==> src/rtl/pipe_pkg.sv <==
// Shared widths, bundle field positions and occupancy encoding for pipeline stage registers.
// Field localparams give the LSB of each field so stage wrappers can pack/unpack the buses.
package pipe_pkg;

    localparam int unsigned ID_EXE_CTRL_W = 15;
    localparam int unsigned ID_EXE_DATA_W = 123;

    // Control bundle, packed MSB-first: sel_op at the top, reg_wrs at bit 0.
    localparam int unsigned SEL_OP   = 14;
    localparam int unsigned SEL_INT  = 13;
    localparam int unsigned SEL_VEC  = 11;
    localparam int unsigned OPCODE   = 7;
    localparam int unsigned SUM_MEM  = 6;
    localparam int unsigned SEL_MEM  = 5;
    localparam int unsigned SEL_DATA = 4;
    localparam int unsigned MEM_WR   = 3;
    localparam int unsigned SEL_WB   = 2;
    localparam int unsigned REG_WRV  = 1;
    localparam int unsigned REG_WRS  = 0;

    // Data bundle: three 32-bit vectors, three 8-bit scalars, 3-bit destination.
    localparam int unsigned VEC1      = 91;
    localparam int unsigned VEC2      = 59;
    localparam int unsigned VFS       = 27;
    localparam int unsigned SCA1      = 19;
    localparam int unsigned INMEDIATO = 11;
    localparam int unsigned SHIFT     = 3;
    localparam int unsigned DIR_DEST  = 0;

    // Encoding equals the number of beats held, so the state drives occupancy directly.
    typedef enum logic [1:0] {
        OccEmpty = 2'd0,
        OccOne   = 2'd1,
        OccFull  = 2'd2
    } occ_e;

endpackage

==> src/rtl/pipe_sat_counter.sv <==
// Saturating up-counter: increments when inc is high, sticks at all-ones.
module pipe_sat_counter #(
    parameter int unsigned CNT_W = 16
) (
    input  logic             clk,
    input  logic             rst_n,
    input  logic             inc,
    output logic [CNT_W-1:0] cnt
);

    logic [CNT_W-1:0] r_cnt;

    always_ff @(posedge clk) begin
        if (!rst_n) begin
            r_cnt <= '0;
        end else if (inc && (r_cnt != '1)) begin
            r_cnt <= r_cnt + {{(CNT_W-1){1'b0}}, 1'b1};
        end
    end

    assign cnt = r_cnt;

endmodule

==> src/rtl/pipe_stage_skid.sv <==
// Ready/valid pipeline stage register with a 2-entry skid buffer, flush and stall counter.
// in_ready depends only on registered state, so no combinational path crosses the stage.
module pipe_stage_skid
    import pipe_pkg::*;
#(
    parameter int unsigned CTRL_W    = ID_EXE_CTRL_W,
    parameter int unsigned DATA_W    = ID_EXE_DATA_W,
    parameter int unsigned ZERO_CTRL = 1,
    parameter int unsigned CNT_W     = 16
) (
    input  logic              clk,
    input  logic              rst_n,
    input  logic              in_valid,
    output logic              in_ready,
    input  logic [CTRL_W-1:0] in_ctrl,
    input  logic [DATA_W-1:0] in_data,
    input  logic              flush,
    output logic              out_valid,
    input  logic              out_ready,
    output logic [CTRL_W-1:0] out_ctrl,
    output logic [DATA_W-1:0] out_data,
    output logic [1:0]        occupancy,
    output logic [CNT_W-1:0]  stall_cnt
);

    occ_e              r_state;
    occ_e              w_state_d;
    logic [CTRL_W-1:0] r_main_ctrl;
    logic [DATA_W-1:0] r_main_data;
    logic [CTRL_W-1:0] r_skid_ctrl;
    logic [DATA_W-1:0] r_skid_data;

    logic w_main_valid;
    logic w_in_xfer;
    logic w_out_xfer;
    logic w_ld_main_in;
    logic w_ld_main_skid;
    logic w_ld_skid;

    assign w_main_valid = (r_state != OccEmpty);
    assign in_ready     = (r_state != OccFull);
    assign w_in_xfer    = in_valid & in_ready;
    assign w_out_xfer   = w_main_valid & out_ready;

    always_comb begin
        w_state_d      = r_state;
        w_ld_main_in   = 1'b0;
        w_ld_main_skid = 1'b0;
        w_ld_skid      = 1'b0;
        unique case (r_state)
            OccEmpty: begin
                if (w_in_xfer) begin
                    w_state_d    = OccOne;
                    w_ld_main_in = 1'b1;
                end
            end
            OccOne: begin
                if (w_in_xfer && w_out_xfer) begin
                    w_ld_main_in = 1'b1;
                end else if (w_in_xfer) begin
                    w_state_d = OccFull;
                    w_ld_skid = 1'b1;
                end else if (w_out_xfer) begin
                    w_state_d = OccEmpty;
                end
            end
            OccFull: begin
                if (w_out_xfer) begin
                    w_state_d      = OccOne;
                    w_ld_main_skid = 1'b1;
                end
            end
            default: w_state_d = OccEmpty;
        endcase
        // Flush drops every held or in-flight beat; data registers are left untouched.
        if (flush) begin
            w_state_d      = OccEmpty;
            w_ld_main_in   = 1'b0;
            w_ld_main_skid = 1'b0;
            w_ld_skid      = 1'b0;
        end
    end

    always_ff @(posedge clk) begin
        if (!rst_n) begin
            r_state     <= OccEmpty;
            r_main_ctrl <= '0;
            r_main_data <= '0;
            r_skid_ctrl <= '0;
            r_skid_data <= '0;
        end else begin
            r_state <= w_state_d;
            if (flush) begin
                r_main_ctrl <= '0;
            end else if (w_ld_main_in) begin
                r_main_ctrl <= in_ctrl;
                r_main_data <= in_data;
            end else if (w_ld_main_skid) begin
                r_main_ctrl <= r_skid_ctrl;
                r_main_data <= r_skid_data;
            end
            if (w_ld_skid) begin
                r_skid_ctrl <= in_ctrl;
                r_skid_data <= in_data;
            end
        end
    end

    pipe_sat_counter #(
        .CNT_W (CNT_W)
    ) u_stall_cnt (
        .clk   (clk),
        .rst_n (rst_n),
        .inc   (w_main_valid & ~out_ready),
        .cnt   (stall_cnt)
    );

    assign out_valid = w_main_valid;
    assign out_data  = r_main_data;
    assign occupancy = r_state;
    // Bubbles present a zero control word so no write enable leaks downstream.
    assign out_ctrl  = ((ZERO_CTRL != 0) && !w_main_valid) ? '0 : r_main_ctrl;

endmodule

==> config.mk <==
export PLATFORM = sky130hd
export DESIGN_NAME = pipe_stage_skid
export DESIGN_NICKNAME = d
export VERILOG_FILES = /design/src/rtl/pipe_pkg.sv /design/src/rtl/pipe_sat_counter.sv /design/src/rtl/pipe_stage_skid.sv
export SDC_FILE = /design/constraint.sdc
export NUM_CORES = 1
export LEC_CHECK = 0
export BUFFER_PORTS_ARGS = -buffer_cell sky130_fd_sc_hd__clkbuf_2
export CORE_MARGIN = 1.5
export CORE_UTILIZATION = 40
export CTS_CLUSTER_DIAMETER = 80
export DETAILED_ROUTE_END_ITERATION = 7
export GPL_TIMING_DRIVEN = 0
export MAX_ROUTING_LAYER = met4
export SLEW_MARGIN = 30
export SYNTH_ARGS = -nofsm -noshare
export SYNTH_HDL_FRONTEND = slang
export SYNTH_SLANG_ARGS = --single-unit
==> constraint.sdc <==
create_clock -name clk -period 4.7 [get_ports clk]
set_input_delay 0 -clock clk [delete_from_list [all_inputs] [get_ports clk]]
set_output_delay 0 -clock clk [all_outputs]
set_load 0.01 [all_outputs]
==> metrics <==
Hold Fails Final Rpt=0; CTS tree=yes; first-pass GRT wire length=55.45 mm; critical-path cell list=buf_2 > and4bb_2 > clkbuf_1 > buf_2 > a22oi_1 > a21oi_1; Final #Nets=1972; design area=15620 um2; setup tns final=0 ns; FF+latch area=5886 um2; Row Count=60; total die area=28770 um2; FMAX=447.0 MHz; pre-CTS WS=2.450 ns; Yosys reg bits=294; Overflow after GRT=0; Pleak=6.092 nW; H-tree Lvls=2; Boundary Pins=301; DR vias/cell=5.112; Hold WC Path Type=in2reg; vias in the first global route=10790; die width=169.6 um; Setup violations, final=0; clock latency on the worst-skew pair=0.50 ns; Iter 0 DRT Violations=814; Synth Instances=1350; max-slew violation count=0; critical path endpoint category=flop; post-CTS sizing=0; IO Port Bufs=300; footprint of the multi-input gates=4718 um2; Cell Area, Placed=13070 um2; synth warn=0; status=completed; Routed WL=35.25 mm; Worst path max stage delay=0.64 ns; WL per Instance=15.87 um; Max-Cap Viols=0; hold path cells=5; layout cell share with drive strength beyond 1=22.35%; Mapped Avg Cell Area=8.225 um2; initial antenna violation count=0; worst-path maximum fanout=10; RSZ-0062 raised after global routing=false; Tot GR Track Use=24.58%; Final ANT Viol Nets=0; critical path startpoint category=flop; number of CTS-inserted buffers=34; Mapped Nets=1494; hpwl dp=23.89 mm; CTS Buffer Depth=3; slack of the critical path=2.463 ns; Sinks on Clock Net=294; Filler cells=2548; Worst Path Arrival=2.66 ns; WS Path Type=reg2reg; Max-slew headroom=42.70%; Crit path top cell by count=buf_2; WHS=0.1106 ns; Clock Root Buffer=clkbuf_16; worst path required time=5.12 ns; Final Power=5.735 mW; DR DRC count=0; Power Dens Cells=367.0 nW/um2; synth unique cells=39; final worst path period share=47.59%; slowest cell on the critical path=clkbuf_1; Post CTS Setup Buffer Count=0; Initial Util=40.97%; largest net degree at the start of global routing=13; core area=27100 um2; Mapped Area=11100 um2; worst-margin pin slew=0.8595 ns; VDD IR max=0.2429 mV; fin crit period=2.237 ns; Die H=169.6 um; reg2reg path depth=6; clock skew=0.007953 ns; routed via count=11350; iteration count of the initial detailed-routing pass=5; sequential share of the synthesized area=53.01%; gpl congestion=0.8418; Synth-to-Final Area Change=40.71%; clk slew on worst S/H paths=0.06 ns
## power by group
group | internal (mW) | switching, mW | total, mW
logic | 0.225 | 0.275 | 0.500
registers | 2.56 | 0.0354 | 2.59
clock network | 1.63 | 1.01 | 2.64
total | 4.42 | 1.32 | 5.73
## placed cells by master, fill, tap and decap left out, types with 2 or more instances in the layout
cell             n
nor2b_1         17
clkbuf_1        59
clkbuf_2       300
nand2b_1         9
or4_1            4
dlygate4sd3_1  142
dfxtp_1        294
o21ai_0          4
a22oi_1        138
or3_1            3
nand4_1          5
and2_1           2
clkbuf_8        10
nor2_1           4
a211oi_1         3
o31ai_1          5
a21oi_1        287
inv_1            3
nand3_1          5
nand2_1        429
buf_2           57
mux2i_1          7
clkbuf_16       37
nor3_1           2
## flip-flops by register name, indices dropped and copies added, names as in the netlist
signal / count
occupancy: 2
r_skid_data: 123
u_stall_cnt.cnt: 16
r_main_ctrl: 15
out_data: 123
r_skid_ctrl: 15
## area by class of cell
class | count | share of cell area, %
Buffer | 110 | 3.099
Tap cell | 372 | 2.979
Inverter | 4 | 0.09610
Sequential cell | 294 | 37.67
Antenna cell | 1 | 0.01602
Timing Repair Buffer | 442 | 18.71
Clock buffer | 53 | 6.951
Multi-Input combinational cell | 942 | 30.20
Clock inverter | 3 | 0.2803
## logic make-up (layout without fill, tap and decap cells)
family	Yosys count	after routing	share of synthesized area, %
multiplexers	7	7	0.6311
AO/OA/AOI/OAI	447	447	23.92
other	0	1	0
AND/OR/NAND/NOR	487	487	17.83
buffers and inverters	114	612	4.496
flip-flops	294	294	53.01
adder cells (fa/ha/maj)	1	1	0.1127
## final timing paths
| path | start | endpoint | slack [ns] |
|---|---|---|---|
| hold / removal | flush | r_skid_data[2] | 0.11 |
| setup reg to reg | occupancy[1] | out_data[58] | 2.46 |
| hold reg to reg | r_main_ctrl[7] | r_main_ctrl[7] | 0.45 |
| setup / recovery | occupancy[1] | out_data[58] | 2.46 |
## metrics by stage
| stage | instances | utilization (%) |
|---|---|---|
| floorplan | 1350 | - |
| global placement | 2022 | 48.23 |
| detailed placement | 2022 | 48.23 |
| CTS | 2220 | 57.64 |
| global route | 2220 | 57.64 |
| finish | 2221 | 57.65 |
## synthesized netlist by cell type
master       n  area (um2)
nand4bb_1    1       11.26
nand4_1      5       31.28
nand3b_1     1       7.510
nor3b_1      1       7.510
inv_2        1       3.750
nand4_2      1       12.51
o21bai_1     1       7.510
o211ai_1     1       7.510
buf_2       57       285.3
or4_1        4       30.03
a22oi_1    138        1036
inv_1        3       11.26
o41ai_4      1       27.53
o21ba_2      1       10.01
nor2b_1     17       106.4
nand2_1    429        1610
nor3_1       2       10.01
a21oi_2      1       8.760
a211oi_1     3       22.52
clkbuf_1    53       198.9
o31ai_1      5       37.54
dfxtp_1    294        5886
o31a_1       1       8.760
nor4_1       1       6.260
nor2_1       4       15.01
o311a_1      1       10.01
o21ai_0      4       20.02
ha_1         1       12.51
mux2i_1      7       70.07
nand2b_1     9       56.30
a21oi_1    287        1436
nand3_1      5       25.02
o22a_1       1       8.760
and2_1       2       12.51
and3_1       1       6.260
or3_1        3       18.77
o21a_1       1       7.510
and4bb_2     1       12.51
a21boi_0     1       7.510
## worst max-delay path, delay by kind of cell, from the launching register on
| kind | cells | cell delay (ns) |
|---|---|---|
| compound gates | 2 | 0.29 |
| buf+inv | 3 | 1.19 |
| flops | 1 | 0.34 |
| simple gates | 1 | 0.32 |
## per-layer routing
layer  GRT usage (%)  wire length, um
met3           4.478             2035
met4           7.195              913
met1           30.96            15630
met5               -                0
met2           40.24            16680
## what timing repair did
item                                    in CTS  in global routing
hold buffers                               142                  0
endpoints found under the setup margin       0                  0
endpoints found under the hold margin      283                  0
Power figures use the tool's default switching activity.
